===== src/rtl/mips_mem_dump_if.sv =====
// Bundle of the dump engine's control, memory-read and output-stream signals.
// The master modport is the dump engine; the slave modport is its environment
// (processor status, memory and downstream consumer).
interface mips_mem_dump_if #(
  parameter int ADDR_W = 10,
  parameter int DATA_W = 32
);
  // control
  logic              halted;
  logic              start;
  logic [ADDR_W-1:0] base_addr;
  logic [ADDR_W:0]   count;
  logic              busy;
  logic              done;
  logic              err;
  // memory read port
  logic              mem_rd_en;
  logic [ADDR_W-1:0] mem_addr;
  logic [DATA_W-1:0] mem_rdata;
  // output stream
  logic              out_valid;
  logic              out_ready;
  logic [DATA_W-1:0] out_data;
  logic [ADDR_W-1:0] out_addr;
  logic              out_last;

  modport master (
    input  halted, start, base_addr, count, mem_rdata, out_ready,
    output busy, done, err, mem_rd_en, mem_addr,
           out_valid, out_data, out_addr, out_last
  );

  modport slave (
    output halted, start, base_addr, count, mem_rdata, out_ready,
    input  busy, done, err, mem_rd_en, mem_addr,
           out_valid, out_data, out_addr, out_last
  );
endinterface


===== src/rtl/mips_mem_dump.sv =====
// Memory dump engine: while the processor is halted, reads count words starting
// at base_addr (wrapping modulo the memory depth) one at a time and presents each
// on a valid/ready stream, flagging the final word with out_last.
module mips_mem_dump #(
  parameter int ADDR_W = 10,
  parameter int DATA_W = 32
) (
  input logic            clk1,
  input logic            rst_n,
  mips_mem_dump_if.master bus
);

  localparam logic [2:0] S_IDLE = 3'd0;
  localparam logic [2:0] S_RD   = 3'd1;
  localparam logic [2:0] S_CAP  = 3'd2;
  localparam logic [2:0] S_OUT  = 3'd3;
  localparam logic [2:0] S_FIN  = 3'd4;

  localparam logic [ADDR_W:0] CNT_ONE = (ADDR_W+1)'(1);

  logic [2:0]        state_q,     state_d;
  logic [ADDR_W:0]   rem_q,       rem_d;        // words still to hand over
  logic              mem_rd_en_q, mem_rd_en_d;
  logic [ADDR_W-1:0] mem_addr_q,  mem_addr_d;   // doubles as the walking address
  logic              out_valid_q, out_valid_d;
  logic [DATA_W-1:0] out_data_q,  out_data_d;
  logic [ADDR_W-1:0] out_addr_q,  out_addr_d;
  logic              out_last_q,  out_last_d;
  logic              done_q,      done_d;
  logic              err_q,       err_d;

  // Next-state and next-output logic for the dump sequencer.
  always_comb begin
    state_d     = state_q;
    rem_d       = rem_q;
    mem_rd_en_d = mem_rd_en_q;
    mem_addr_d  = mem_addr_q;
    out_valid_d = out_valid_q;
    out_data_d  = out_data_q;
    out_addr_d  = out_addr_q;
    out_last_d  = out_last_q;
    err_d       = 1'b0;

    case (state_q)
      S_IDLE: begin
        if (bus.start) begin
          if (!bus.halted) begin
            err_d = 1'b1;
          end else if (bus.count == '0) begin
            state_d = S_FIN;
          end else begin
            rem_d       = bus.count;
            mem_addr_d  = bus.base_addr;
            mem_rd_en_d = 1'b1;
            state_d     = S_RD;
          end
        end
      end
      S_RD: begin
        // Read strobe is high for this single cycle; data arrives in CAP.
        mem_rd_en_d = 1'b0;
        state_d     = S_CAP;
      end
      S_CAP: begin
        out_data_d  = bus.mem_rdata;
        out_addr_d  = mem_addr_q;
        out_valid_d = 1'b1;
        out_last_d  = (rem_q == CNT_ONE);
        state_d     = S_OUT;
      end
      S_OUT: begin
        if (bus.out_ready) begin
          out_valid_d = 1'b0;
          out_last_d  = 1'b0;
          rem_d       = rem_q - CNT_ONE;
          if (rem_q == CNT_ONE) begin
            state_d = S_FIN;
          end else begin
            mem_addr_d  = mem_addr_q + 1'b1;   // natural wrap at 2^ADDR_W
            mem_rd_en_d = 1'b1;
            state_d     = S_RD;
          end
        end
      end
      S_FIN: begin
        state_d = S_IDLE;
      end
      default: begin
        state_d     = S_IDLE;
        mem_rd_en_d = 1'b0;
        out_valid_d = 1'b0;
        out_last_d  = 1'b0;
      end
    endcase

    // done is high exactly during the single FIN cycle.
    done_d = (state_d == S_FIN);
  end

  // State and output registers; reset wins over everything, including a pending capture.
  always_ff @(posedge clk1) begin
    if (!rst_n) begin
      state_q     <= S_IDLE;
      rem_q       <= '0;
      mem_rd_en_q <= 1'b0;
      mem_addr_q  <= '0;
      out_valid_q <= 1'b0;
      out_data_q  <= '0;
      out_addr_q  <= '0;
      out_last_q  <= 1'b0;
      done_q      <= 1'b0;
      err_q       <= 1'b0;
    end else begin
      state_q     <= state_d;
      rem_q       <= rem_d;
      mem_rd_en_q <= mem_rd_en_d;
      mem_addr_q  <= mem_addr_d;
      out_valid_q <= out_valid_d;
      out_data_q  <= out_data_d;
      out_addr_q  <= out_addr_d;
      out_last_q  <= out_last_d;
      done_q      <= done_d;
      err_q       <= err_d;
    end
  end

  assign bus.mem_rd_en = mem_rd_en_q;
  assign bus.mem_addr  = mem_addr_q;
  assign bus.out_valid = out_valid_q;
  assign bus.out_data  = out_data_q;
  assign bus.out_addr  = out_addr_q;
  assign bus.out_last  = out_last_q;
  assign bus.busy      = (state_q != S_IDLE);
  assign bus.done      = done_q;
  assign bus.err       = err_q;

endmodule


===== src/flat_wrapper.sv =====
// flat-port wrapper written by rule: the top's interface ports become plain ports
module mips_mem_dump_flat 
#(
  parameter int ADDR_W = 10,
  parameter int DATA_W = 32
)
  (clk1, rst_n, bus_halted, bus_start, bus_base_addr, bus_count, bus_mem_rdata, bus_out_ready, bus_busy, bus_done, bus_err, bus_mem_rd_en, bus_mem_addr, bus_out_valid, bus_out_data, bus_out_addr, bus_out_last);
  mips_mem_dump_if #(.ADDR_W(ADDR_W), .DATA_W(DATA_W)) bus_i ();
  input logic clk1;
  input logic rst_n;
  input wire logic [$bits(bus_i.halted)-1:0] bus_halted;
  input wire logic [$bits(bus_i.start)-1:0] bus_start;
  input wire logic [$bits(bus_i.base_addr)-1:0] bus_base_addr;
  input wire logic [$bits(bus_i.count)-1:0] bus_count;
  input wire logic [$bits(bus_i.mem_rdata)-1:0] bus_mem_rdata;
  input wire logic [$bits(bus_i.out_ready)-1:0] bus_out_ready;
  output wire logic [$bits(bus_i.busy)-1:0] bus_busy;
  output wire logic [$bits(bus_i.done)-1:0] bus_done;
  output wire logic [$bits(bus_i.err)-1:0] bus_err;
  output wire logic [$bits(bus_i.mem_rd_en)-1:0] bus_mem_rd_en;
  output wire logic [$bits(bus_i.mem_addr)-1:0] bus_mem_addr;
  output wire logic [$bits(bus_i.out_valid)-1:0] bus_out_valid;
  output wire logic [$bits(bus_i.out_data)-1:0] bus_out_data;
  output wire logic [$bits(bus_i.out_addr)-1:0] bus_out_addr;
  output wire logic [$bits(bus_i.out_last)-1:0] bus_out_last;
  assign bus_i.halted = bus_halted;
  assign bus_i.start = bus_start;
  assign bus_i.base_addr = bus_base_addr;
  assign bus_i.count = bus_count;
  assign bus_i.mem_rdata = bus_mem_rdata;
  assign bus_i.out_ready = bus_out_ready;
  assign bus_busy = bus_i.busy;
  assign bus_done = bus_i.done;
  assign bus_err = bus_i.err;
  assign bus_mem_rd_en = bus_i.mem_rd_en;
  assign bus_mem_addr = bus_i.mem_addr;
  assign bus_out_valid = bus_i.out_valid;
  assign bus_out_data = bus_i.out_data;
  assign bus_out_addr = bus_i.out_addr;
  assign bus_out_last = bus_i.out_last;
  mips_mem_dump #(.ADDR_W(ADDR_W), .DATA_W(DATA_W)) u_core (.clk1(clk1), .rst_n(rst_n), .bus(bus_i));
endmodule

===== config.mk =====
export PLATFORM = sky130hd
export DESIGN_NAME = mips_mem_dump_flat
export DESIGN_NICKNAME = d
export VERILOG_FILES = /design/src/rtl/mips_mem_dump_if.sv /design/src/rtl/mips_mem_dump.sv /design/src/flat_wrapper.sv
export SDC_FILE = /design/constraint.sdc
export NUM_CORES = 1
export LEC_CHECK = 0
export ABC_AREA = 1
export BUFFER_PORTS_ARGS = -buffer_cell sky130_fd_sc_hd__buf_2
export CORE_ASPECT_RATIO = 0.9
export CORE_UTILIZATION = 50
export CTS_CLUSTER_DIAMETER = 120
export DETAILED_ROUTE_END_ITERATION = 7
export PLACE_DENSITY_LB_ADDON = 0.15
export SYNTH_ARGS = -nofsm -noshare
export SYNTH_HDL_FRONTEND = slang
export SYNTH_SLANG_ARGS = --single-unit
export TNS_END_PERCENT = 20

===== constraint.sdc =====
create_clock -name clk1 -period 1.65 [get_ports clk1]
set_clock_uncertainty 0.1 [all_clocks]
set_input_delay 0.33 -clock clk1 [delete_from_list [all_inputs] [get_ports clk1]]
set_output_delay 0.33 -clock clk1 [all_outputs]
set_load 0.01 [all_outputs]

==> results.txt <==
----------------------------------------------------
[Run status]
  Result of the run ... completed

[Detailed routing]
  Routed WL per cell ... 12.48 um
  Remaining antenna violation count after routing ... 0
  Vias/cell ... 5.115
  Total number of vias ... 3688
  Sum of routed wire length over all layers ... 8997 um
  Post-detailed-route DRC marker count ... 0
  Violation count after the first detailed-route iteration ... 213
  Number of search-and-repair iterations in the first detailed-routing pass ... 4

[Cells and area]
  Design area ... 4452 um2
  Antenna Diode Count ... 0
  Fill count ... 559
  Number of nets in the final layout ... 690
  Area growth from synthesis to layout ... 34.77%
  Share of post-route cells with drive strength above 1 ... 0.3060

[Power and ir drop]
  Maximum resistive drop on vdd ... 0.6676 mV
  P per Cell Area ... 971.2 nW/um2
  Total Power ... 4.323 mW
  Static power due to leakage ... 2.113 nW

[Placement]
  Cell area after placement ... 4070 um2
  Worst setup timing slack at the placement stage ... -0.1088 ns
  Placed wire-length estimate after detailed placement ... 6153 um
  Count of buffers inserted at the top-level ports ... 115
  Weighted congestion reported at the end of routability-driven placement ... 0.8808

[Synth]
  Number of distinct library cell variants in the gate-level netlist after synthesis ... 28
  Async set-or-reset flop fraction in the synthesized netlist ... 0
  Leading post-synthesis cells by cell area ... sky130_fd_sc_hd__dfxtp_1 (43%), sky130_fd_sc_hd__nand2_1 (21%), sky130_fd_sc_hd__a21oi_1 (10%)
  Mean post-synth cell area ... 6.673 um2
  Synthesized instance count ... 495
  Fraction of the mapped netlist area in adder cells ... 0.01136
  Combinational family with the most area after synthesis ... simple AND/OR/NAND/NOR gates
  Xor and xnor area share after synthesis ... 0
  Synthesized flop and latch total ... 71
  Most common cell in the netlist ... sky130_fd_sc_hd__nand2_1
  Multiplexer fraction of the synthesized cell area ... 0
  Synthesized netlist net count ... 556
  Simple logic cell fraction of the synthesized area ... 0.3432
  List of most frequent post-synthesis cells ... sky130_fd_sc_hd__nand2_1 (186), sky130_fd_sc_hd__dfxtp_1 (71), sky130_fd_sc_hd__a21oi_1 (68), sky130_fd_sc_hd__nor2_1 (38), sky130_fd_sc_hd__inv_1 (30)
  Compound-Gate Fraction of Synth Area ... 0.1428
  Cell taking the most area after synthesis ... sky130_fd_sc_hd__dfxtp_1
  Top FF cell, synth ... sky130_fd_sc_hd__dfxtp_1
  Number of flops mapped to enable cells by yosys ... 0
  Mapped Area ... 3303 um2
  Area share of the largest cell type after synthesis ... 0.4303
  Register area share after synthesis ... 0.4303
  Synth Warn # ... 0

[Floorplanning]
  Initial cell density of the core ... 0.5285
  Placement row count ... 27
  Die area ... 6936 um2
  Chip Width ... 87.68 um
  DIE HEIGHT ... 79.11 um
  Core outline area ... 6250 um2
  Boundary Pins ... 116

[Timing]
  Count of endpoints failing hold in the final timing report ... 0
  Unrepaired setup endpoints after global routing ... yes
  Worst Tran Pin Value ... 0.4713 ns
  Final number of setup-violating endpoints ... 0
  Final critical delay including setup and external delays ... 1.623 ns
  Max-slew violation count ... 0
  Final period util ... 0.9835
  Hold Slack ... 0.1130 ns
  Final Worst Setup Slack ... 0.02724 ns
  Relative max-transition margin ... 0.6834
  Fmax achieved ... 616.2 MHz

[Clocking]
  TritonCTS clock tree ... done
  Clock slew seen by the registers of the worst setup and hold paths ... 0.08 ns
  Insertion delay of the later-clocked pin in the worst-skew pair ... 0.35 ns
  Cts hold-fix bufs ... 0
  CTS H-Tree Depth ... 3
  Number of buffers inserted during clock tree synthesis ... 9
  Total number of clock tree sinks ... 71
  Clock Tree Buf Depth ... 2
  Root buffer cell ... sky130_fd_sc_hd__clkbuf_8

[Critical path]
  Sum of buffers and inverters on the critical path ... 2
  Worst Path Class, Setup ... reg2out
  Type of destination of the critical path ... output pin
  Required time at the endpoint of the critical path ... 1.22 ns
  Cell-by-cell trace of the critical path ... nor2_4 -> nand2_2 -> buf_6 -> buf_6
  Critical path's top delay family ... flip-flops
  Kind of start point of the critical path ... register
  Maximum single-stage delay on the critical path ... 0.37 ns
  CP Max Fanout ... 5
  Crit-path most repeated cell ... sky130_fd_sc_hd__buf_6
  Slowest stage cell, crit path ... sky130_fd_sc_hd__dfxtp_4
  Crit path DAT ... 1.19 ns

[GRT]
  Antenna violations before repair ... 0
  Largest net degree at the start of global routing ... 48
  Wire length of the first global-routing pass ... 14280 um
  Global route overflow ... 0
  All-Layer GR Usage ... 0.2665
  Vias in the first global route ... 3232

[Min path]
  HP Class ... in2reg

[Job]
  Max-cap check violation count ... 0

----------------------------------------------------
## worst paths after layout
kind	start	endpoint	slack, ns	cells after the start
worst min-delay path	bus_mem_rdata[29]	u_core.bus.out_data[29]	0.11	3
worst min register to register	u_core.bus.out_addr[7]	u_core.bus.out_addr[7]	0.36	2
worst max register to register	u_core.state_q[1]	u_core.rem_q[1]	0.04	10
worst max-delay path	u_core.state_q[1]	bus_busy	0.03	4
## worst reg2reg max path: stages, from the launching register on
cell	delay, ns
sky130_fd_sc_hd__dfxtp_4	0.37
sky130_fd_sc_hd__nor2_4	0.15
sky130_fd_sc_hd__nand2_2	0.10
sky130_fd_sc_hd__nand2_2	0.07
sky130_fd_sc_hd__nand2_2	0.06
sky130_fd_sc_hd__nor2_4	0.16
sky130_fd_sc_hd__buf_6	0.14
sky130_fd_sc_hd__nand2_8	0.07
sky130_fd_sc_hd__buf_4	0.15
sky130_fd_sc_hd__o21ai_2	0.10
sky130_fd_sc_hd__a21oi_1	0.05
## routing by layer
| layer | up-vias | GRT usage | share of wire |
|---|---|---|---|
| met5 | - | 0 | 0 |
| met4 | 0 | 0.08197 | 0.014 |
| met3 | 17 | 0.07484 | 0.079 |
| met1 | 1658 | 0.3466 | 0.45 |
| li1 | 1863 | - | - |
| met2 | 150 | 0.4281 | 0.46 |
## cell type report
cell class / count / area [um2] / area share
Multi-Input combinational cell: 370 / 1758 / 0.3949
Sequential cell: 71 / 1429 / 0.3210
Timing Repair Buffer: 142 / 824.5 / 0.1852
Inverter: 35 / 136.4 / 0.03064
Clock buffer: 9 / 123.9 / 0.02782
Tap cell: 87 / 108.9 / 0.02445
Clock inverter: 7 / 71.32 / 0.01602
## cells by family (layout without fill, tap and decap cells)
| logic type | after synthesis | count (layout) |
|---|---|---|
| compound gates | 92 | 92 |
| fa+ha+maj | 3 | 3 |
| buf+inv | 57 | 193 |
| flops | 71 | 71 |
| simple gates | 272 | 275 |
## sequential cells by signal, indices dropped and copies added, names as in the netlist
register	cells
u_core.bus.done	1
u_core.bus.err	1
u_core.bus.mem_addr	10
u_core.bus.mem_rd_en	1
u_core.bus.out_addr	10
u_core.bus.out_data	32
u_core.bus.out_last	1
u_core.bus.out_valid	1
u_core.rem_q	11
u_core.state_q	3
## placed cells by master, fill, tap and decap left out, types with 3 or more instances in the layout
| cell type | synthesis | final |
|---|---|---|
| sky130_fd_sc_hd__a21oi_1 | 68 | 68 |
| sky130_fd_sc_hd__buf_2 | 8 | 114 |
| sky130_fd_sc_hd__buf_4 | 2 | 21 |
| sky130_fd_sc_hd__buf_6 | 1 | 5 |
| sky130_fd_sc_hd__clkbuf_8 | 0 | 9 |
| sky130_fd_sc_hd__clkinvlp_4 | 0 | 3 |
| sky130_fd_sc_hd__dfxtp_1 | 71 | 67 |
| sky130_fd_sc_hd__dfxtp_2 | 0 | 3 |
| sky130_fd_sc_hd__ha_1 | 3 | 3 |
| sky130_fd_sc_hd__inv_1 | 30 | 30 |
| sky130_fd_sc_hd__inv_2 | 5 | 3 |
| sky130_fd_sc_hd__nand2_1 | 186 | 180 |
| sky130_fd_sc_hd__nand2_2 | 2 | 7 |
| sky130_fd_sc_hd__nand3_1 | 26 | 23 |
| sky130_fd_sc_hd__nand3_2 | 2 | 4 |
| sky130_fd_sc_hd__nand4_1 | 6 | 6 |
| sky130_fd_sc_hd__nor2_1 | 38 | 36 |
| sky130_fd_sc_hd__nor2_4 | 1 | 5 |
| sky130_fd_sc_hd__o21ai_0 | 18 | 18 |
| sky130_fd_sc_hd__or2_2 | 3 | 3 |
## what timing repair did
action	CTS	global route
gates cloned	0	3
setup endpoints to repair	10	23
pin swaps	2	7
setup buffers	0	5
gates resized for setup	7	25
## through the flow
step,std cells,setup TNS (ns),utilization
finish,721,0,0.7123
global route,721,-0.5284,0.7123
CTS,713,0,0.6869
detailed placement,697,-0.6739,0.6513
global placement,697,-0.01230,0.6513
floorplan,495,0,-
## report_power, final
group	leakage [nW]	internal (mW)	switching [mW]
sequential	0.581	1.84	0.106
clock	0.0916	0.696	0.692
combinational	1.44	0.408	0.585
Note: power is estimated with default switching activity, not from simulation.
